## src/rtl/writeback_unit.sv

```systemverilog
// writeback_unit: MEM/WB stage that aligns load data and drives the register bank write port.
module writeback_unit #(
    parameter int XLEN  = 32,
    parameter int CNT_W = 64
) (
    input  logic              clk,
    input  logic              rst,
    input  logic              in_valid,
    input  logic [4:0]        in_rd,
    input  logic              in_reg_write,
    input  logic [1:0]        in_wb_sel,
    input  logic [XLEN-1:0]   in_alu_result,
    input  logic [XLEN-1:0]   in_mem_rdata,
    input  logic [XLEN-1:0]   in_pc_plus4,
    input  logic [XLEN-1:0]   in_imm,
    input  logic [2:0]        in_funct3,
    input  logic              stall,
    input  logic              flush,
    output logic [4:0]        rd,
    output logic              RegWrite,
    output logic [XLEN-1:0]   C,
    output logic              wb_valid,
    output logic              load_fault,
    output logic [CNT_W-1:0]  instret
);
    localparam logic [1:0] SEL_ALU  = 2'b00;
    localparam logic [1:0] SEL_LOAD = 2'b01;
    localparam logic [1:0] SEL_LINK = 2'b10;
    localparam logic [2:0] F3_LB    = 3'b000;
    localparam logic [2:0] F3_LH    = 3'b001;
    localparam logic [2:0] F3_LW    = 3'b010;
    localparam logic [2:0] F3_LBU   = 3'b100;
    localparam logic [2:0] F3_LHU   = 3'b101;
    logic             valid_q, valid_d;
    logic [4:0]       rd_q;
    logic             reg_write_q;
    logic [1:0]       wb_sel_q;
    logic [XLEN-1:0]  alu_q, mem_q, pc4_q, imm_q;
    logic [2:0]       f3_q;
    logic [CNT_W-1:0] instret_q, instret_d;
    logic             capture;
    logic [1:0]       off;
    logic [7:0]       ld_b;
    logic [15:0]      ld_h;
    logic [XLEN-1:0]  ld_val, src;
    logic             bad_load, fault;
    always_comb begin
        capture   = flush || !stall;
        valid_d   = flush ? 1'b0 : in_valid;
        instret_d = instret_q + CNT_W'(valid_q && !fault && !stall);
    end
    always_ff @(posedge clk or posedge rst) begin
        if (rst) begin
            valid_q     <= 1'b0;
            rd_q        <= '0;
            reg_write_q <= 1'b0;
            wb_sel_q    <= '0;
            alu_q       <= '0;
            mem_q       <= '0;
            pc4_q       <= '0;
            imm_q       <= '0;
            f3_q        <= '0;
            instret_q   <= '0;
        end else begin
            instret_q <= instret_d;
            if (capture) begin
                valid_q     <= valid_d;
                rd_q        <= in_rd;
                reg_write_q <= in_reg_write;
                wb_sel_q    <= in_wb_sel;
                alu_q       <= in_alu_result;
                mem_q       <= in_mem_rdata;
                pc4_q       <= in_pc_plus4;
                imm_q       <= in_imm;
                f3_q        <= in_funct3;
            end
        end
    end
    // Memory returns a word-aligned word; the address low bits pick the lane.
    always_comb begin
        off      = alu_q[1:0];
        ld_b     = mem_q[{off, 3'b000} +: 8];
        ld_h     = off[1] ? mem_q[31:16] : mem_q[15:0];
        ld_val   = f3_q == F3_LB  ? {{(XLEN-8){ld_b[7]}}, ld_b} :
                   f3_q == F3_LBU ? {{(XLEN-8){1'b0}}, ld_b} :
                   f3_q == F3_LH  ? {{(XLEN-16){ld_h[15]}}, ld_h} :
                   f3_q == F3_LHU ? {{(XLEN-16){1'b0}}, ld_h} : mem_q;
        bad_load = (f3_q == 3'b011) || (f3_q == 3'b110) || (f3_q == 3'b111) ||
                   ((f3_q == F3_LH || f3_q == F3_LHU) && off[0]) ||
                   (f3_q == F3_LW && off != 2'b00);
        fault    = valid_q && wb_sel_q == SEL_LOAD && bad_load;
        src      = wb_sel_q == SEL_ALU  ? alu_q :
                   wb_sel_q == SEL_LOAD ? ld_val :
                   wb_sel_q == SEL_LINK ? pc4_q : imm_q;
        C          = (!valid_q || fault) ? '0 : src;
        rd         = valid_q ? rd_q : 5'd0;
        RegWrite   = valid_q && reg_write_q && rd_q != 5'd0 && !fault;
        wb_valid   = valid_q;
        load_fault = fault;
        instret    = instret_q;
    end
endmodule

```

## config.mk

```make
export PLATFORM = sky130hd
export DESIGN_NAME = writeback_unit
export DESIGN_NICKNAME = d
export VERILOG_FILES = /design/src/rtl/writeback_unit.sv
export SDC_FILE = /design/constraint.sdc
export NUM_CORES = 1
export LEC_CHECK = 0
export CELL_PAD_IN_SITES_DETAIL_PLACEMENT = 0
export CELL_PAD_IN_SITES_GLOBAL_PLACEMENT = 2
export CORE_MARGIN = 2
export CORE_UTILIZATION = 32
export CTS_BUF_LIST = sky130_fd_sc_hd__clkbuf_8
export DETAILED_ROUTE_END_ITERATION = 6
export PLACE_DENSITY_LB_ADDON = 0.05
export REMOVE_ABC_BUFFERS = 1
export SLEW_MARGIN = 20
export SYNTH_ARGS = -nofsm -noshare
export SYNTH_HDL_FRONTEND = slang
export SYNTH_SLANG_ARGS = --single-unit
export TNS_END_PERCENT = 50
```

## constraint.sdc

```tcl
create_clock -name clk -period 8.2 [get_ports clk]
set_input_delay 0.82 -clock clk [delete_from_list [all_inputs] [get_ports clk]]
set_output_delay 0.82 -clock clk [all_outputs]
set_load 0.01 [all_outputs]
```

# Yosys cells after proc, flatten, opt, wreduce, memory -nomap -nowiden
# Cells that the tools add are included.
# totals
reg_bits	204
inputBits	144
out_inout_bits	104
wordCells	55
# classes
n_addsub	1
n_eq_ne	9
shift	1
n_mux	11
n_reduce_logical	23
# op_table
operator	count
32-bit 2-to-1 mux	8
64-bit by 1-bit adder with 64-bit output	1
32-bit by 6-bit indexed part select with 8-bit output	1
16-bit 2-to-1 mux	1
3-bit == test (second input constant)	4
1-bit logical AND	9
1-bit logical OR	7
3-bit by 2-bit == test with 1-bit output (second input constant)	2
5-bit 2-to-1 mux	1
5-bit nonzero test	1
3-bit by 1-bit == test with 1-bit output (second input constant)	1
1-bit zero test	3
3-bit zero test	1
2-bit by 1-bit == test with 1-bit output (second input constant)	1
2-bit == test (second input constant)	1
2-bit zero test	1
2-bit nonzero test	1
1-bit 2-to-1 mux	1

# Depth between registers and ports, before layout
# logic_depth
depth_word	10
depth_mapped	15
depth_no_buf	11

# Least setup slack after synthesis
# Ideal clock, no wire load.
# synth_path
path_kind	reg2reg
startpoint	register alu_q[1]
endpoint	register instret_q[35] (netlist: instret[35])
setup_ns	0.127
arrival_ns	2.921
t_required_ns	8.073
path_slack_ns	5.152
path_stages_with_launch	14
n_path_buf	3
synth_period_minus_slack_ns	3.048
path_cell_list	dfrtp_1 -> buf_2 -> o31a_1 -> o221ai_1 -> nand2_1 -> clkbuf_1 -> nor2_1 -> ha_1 -> nand3_1 -> nor4_4 -> and3_1 -> buf_6 -> nand4_4 -> xnor2_2
# synth_via
elab_chain_len	8
# synth_rtl
item	line	source
start, declared	38	logic [XLEN-1:0] alu_q, mem_q, pc4_q, imm_q;
start signal, assigned	71	alu_q <= in_alu_result;
2-bit nonzero test	90	(f3_q == F3_LW && off != 2'b00);
1-bit logical AND	90	
1-bit logical OR	89	((f3_q == F3_LH || f3_q == F3_LHU) && off[0]) ||
1-bit logical AND	91	fault = valid_q && wb_sel_q == SEL_LOAD && bad_load;
1-bit zero test	50	instret_d = instret_q + CNT_W'(valid_q && !fault && !stall);
1-bit logical AND (2 in series)	50	
64-bit by 1-bit adder with 64-bit output	50	
named net instret_d[35]	40	logic [CNT_W-1:0] instret_q, instret_d;
end signal, assigned	65	instret_q <= instret_d;
end, declared	40	
# The timed path passes the listed nets, and every way through them passes these cells.
# A chain may end at the register's enable or synchronous reset.

# Final worst setup path
# layout_path
startpoint	register alu_q[0]
endpoint	output C[3]
# layout_via
elab_chain_len	6
word_cells_on_any_way	13
classes_between	1 x shift; 5 x mux; 7 x reduce/logical
# layout_rtl
item	line	source
32-bit by 6-bit indexed part select with 8-bit output (tied with other cells)	82	ld_b = mem_q[{off, 3'b000} +: 8];
32-bit 2-to-1 mux (tied with other cells)	85	f3_q == F3_LBU ? {{(XLEN-8){1'b0}}, ld_b} :
32-bit 2-to-1 mux or 1-bit logical OR (tied branches)	84, 89	
32-bit 2-to-1 mux or 1-bit logical AND (tied branches)	93, 91	
32-bit 2-to-1 mux or 1-bit logical OR (tied branches)	92, 95	
32-bit 2-to-1 mux *	95	C = (!valid_q || fault) ? '0 : src;
end, declared	21	output logic [XLEN-1:0] C,
# Mark *: on every way between the ends. The rest lies on a longest branch, timed or not.

==> results.py <==
metrics = {
    "worst_setup_path": {
        "crit_fanout": 11,
        "rr_startpoint": "alu_q[1]",
        "critical_path_class": "reg -> out",
        "critPathMaxStageDelay_ns": 0.61,
        "worstSetupStartpointType": "flop",
        "slowest_stage": "clkdlybuf4s50_1",
        "r2r-end": "instret[49]",
        "reg2reg_slack_ns": 4.51,
        "crit_end": "C[3]",
        "crit_start": "alu_q[0]",
        "path_cells": "nor2b_1, or3_1, a21oi_1, o311a_1, nor3_1, clkdlybuf4s50_1",
        "reg2reg_depth": 12,
        "arrival_ns": 3.27,
        "critPathRequiredTime_ns": 7.38,
        "crit_path_end_kind": "output port",
    },
    "synth": {
        "synth-main-ff-cell": "dfrtp_1",
        "synth_common_cells": "dfrtp_1 (204), mux2_2 (136), nor2_1 (77)",
        "syn_inst": 881,
        "yosysTopAreaCell": "dfrtp_1",
        "async_flop_share_pct": 100,
        "ys_seq_area_share_pct": 51.6,
        "synth.area.top_cells": "dfrtp_1 (52%), mux2_2 (15%), nor2_1 (2.9%)",
        "synth_area_per_cell_sq_um": 11.2,
        "ys_seq_elements": 204,
        "synth_cell_type_count": 51,
        "synth_edf_count": 0,
        "ys_warn_count": 0,
        "synth.most_common_cell": "dfrtp_1",
        "syn_area_sq_um": 9890,
        "synth_top_area_share_pct": 51.6,
    },
    "sta": {
        "rsz0062_at_grt": "false",
        "tightest_slew_ns": 1.04,
        "finalSetupViolations": 0,
        "worst_clock_skew_ns": 0.0146,
        "timing.final.crit_share_pct": 49.9,
        "whs_ns": 0.475,
        "max_freq_mhz": 245,
        "fin_tns_setup_ns": 0,
        "hold_viol": 0,
        "final-max-slew-violation-count": 0,
        "post-route-min-period_ns": 4.09,
        "slew_headroom_pct": 30.7,
    },
    "clock_tree": {
        "clk_latency_ns": 0.54,
        "cts_resized": 0,
        "path_clk_slew_ns": 0.06,
        "cts_hold_buffers": 0,
        "cts_setup_buffers": 0,
        "cts-root-buf": "clkbuf_8",
        "cts_made_buffers": 40,
        "htreeDepth": 2,
        "cts_tree": "done",
        "cts.sinks": 204,
        "clock_path_buffers": 3,
    },
    "cells_and_area": {
        "synthToLayoutAreaGrowth_pct": 36.7,
        "drive_gt1_share_pct": 20.0,
        "final_area_sq_um": 13500,
        "filler_cell_count": 2956,
        "utilization_pct": 44.3,
        "nNetsFinal": 1274,
        "instances_no_fill": 1557,
    },
    "route": {
        "viasPerCell": 4.82,
        "num_vias": 7499,
        "wl_per_cell_um": 19.2,
        "drt_pass1_iterations": 4,
        "drtIter0Drc": 332,
        "ant_nets": 0,
        "drcViolationCount": 0,
        "drt_wl_total_um": 29900,
    },
    "floorplanning": {
        "std_cell_rows": 64,
        "io_pins": 248,
        "initial_core_util_pct": 32.4,
        "fp.dieH_um": 180,
        "die_w_um": 180,
        "dieArea_sq_um": 32300,
        "core_sq_um": 30500,
    },
    "grt": {
        "antenna_found_initial": 7,
        "overflow": 0,
        "grt_pass1_vias": 7983,
        "grt_max_degree": 102,
        "track_usage_pct": 18.4,
        "grt_pass1_wl_um": 47200,
    },
    "min_path": {
        "hp-class": "reg -> reg",
    },
    "placement": {
        "numPlacedInstances": 1482,
        "hpwlAfterDp_um": 20300,
        "routabilityCongestion": 0.766,
        "placed_area_sq_um": 12700,
        "io_buffers": 247,
    },
    "pwr": {
        "p_leak_uw": 0.00573,
        "ir_drop_v": 0.000100,
        "power.density_nw_per_um2": 184,
    },
    "run": {
        "drv_cap": 0,
    },
    "run_status": {
        "outcome": "finished clean",
    },
}
==> cells by family (layout without fill, tap and decap cells) <==
family / after synthesis / count (layout) / synth area share (%)
fa+ha+maj: 2 / 2 / 0.253
other cells: 0 / 3 / 0
mux: 146 / 146 / 16.8
xor+xnor: 62 / 62 / 5.57
flops: 204 / 204 / 51.6
buf+inv: 63 / 340 / 2.67
compound gates: 107 / 107 / 6.89
simple gates: 297 / 297 / 16.2
==> stage by stage <==
step           worst slack, ns  total power (uW)
2_1_floorplan             1.81              1340
3_3_place_gp              4.44              1520
3_5_place_dp              4.44              1520
4_1_cts                   3.99              2540
5_1_grt                   3.87              2620
6_report                  4.11              2490
==> sequential cells by signal, indices dropped and copies added (netlist names), 2 cells and up <==
register / count
pc4_q: 32
f3_q: 3
mem_q: 32
imm_q: 32
instret: 64
wb_sel_q: 2
rd_q: 5
alu_q: 32
==> where the power goes <==
group / leakage, uW / internal [uW] / switching (uW)
Sequential: 0.00249 / 1070 / 51.8
Clock: 0.000462 / 538 / 452
Combinational: 0.00278 / 200 / 172
Total: 0.00573 / 1810 / 676
==> layout by cell type (no fill, tap or decap), types with 9 or more instances in the layout <==
cell,synthesis,routed
a21oi_1,51,51
a31oi_1,16,16
buf_4,1,10
clkbuf_8,0,49
clkdlybuf4s50_1,0,247
dfrtp_1,204,202
inv_1,11,29
mux2_2,136,136
nand2_1,61,60
nand2b_1,20,18
nand3_1,20,20
nand4_1,14,14
nor2_1,77,77
nor2b_1,10,9
nor3_1,38,38
xnor2_1,28,28
xor2_1,33,33
==> layer usage <==
metal | wire, um | up-vias | track usage [%]
li1 | - | 3614 | -
met1 | 13100 | 3641 | 23.6
met2 | 14200 | 192 | 30.2
met3 | 2010 | 46 | 5.39
met4 | 583 | 6 | 5.43
met5 | 35 | - | 0
==> layout make-up <==
| type | instances | area, sq um | share of cell area [%] |
|---|---|---|---|
| Tap cell | 396 | 495 | 3.67 |
| Clock inverter | 23 | 96.3 | 0.713 |
| Inverter | 11 | 48.8 | 0.361 |
| Antenna cell | 3 | 7.51 | 0.0556 |
| Timing Repair Buffer | 257 | 2550 | 18.9 |
| Multi-Input combinational cell | 614 | 4530 | 33.5 |
| Sequential cell | 204 | 5110 | 37.8 |
| Clock buffer | 49 | 674 | 4.99 |
==> worst min-delay path by stage <==
stage | start | end | slack [ns] | depth (start not counted)
CTS | instret[63] | instret[63] | 0.48 | 1
detailed placement | instret[63] | instret[63] | 0.47 | 1
global route | instret[10] | instret[10] | 0.51 | 1
floorplan | alu_q[2] | alu_q[2] | 0.47 | 1
global placement | instret[63] | instret[63] | 0.47 | 1
finish | instret[63] | instret[63] | 0.48 | 1
==> worst max-delay path, delay by kind of cell (launching register included) <==
| family | cells | cell delay [ns] |
|---|---|---|
| AND/OR/NAND/NOR | 3 | 1.11 |
| flip-flops | 1 | 0.59 |
| buffers and inverters | 1 | 0.61 |
| AO/OA/AOI/OAI | 2 | 0.42 |
(Power assumes the default switching activity.)
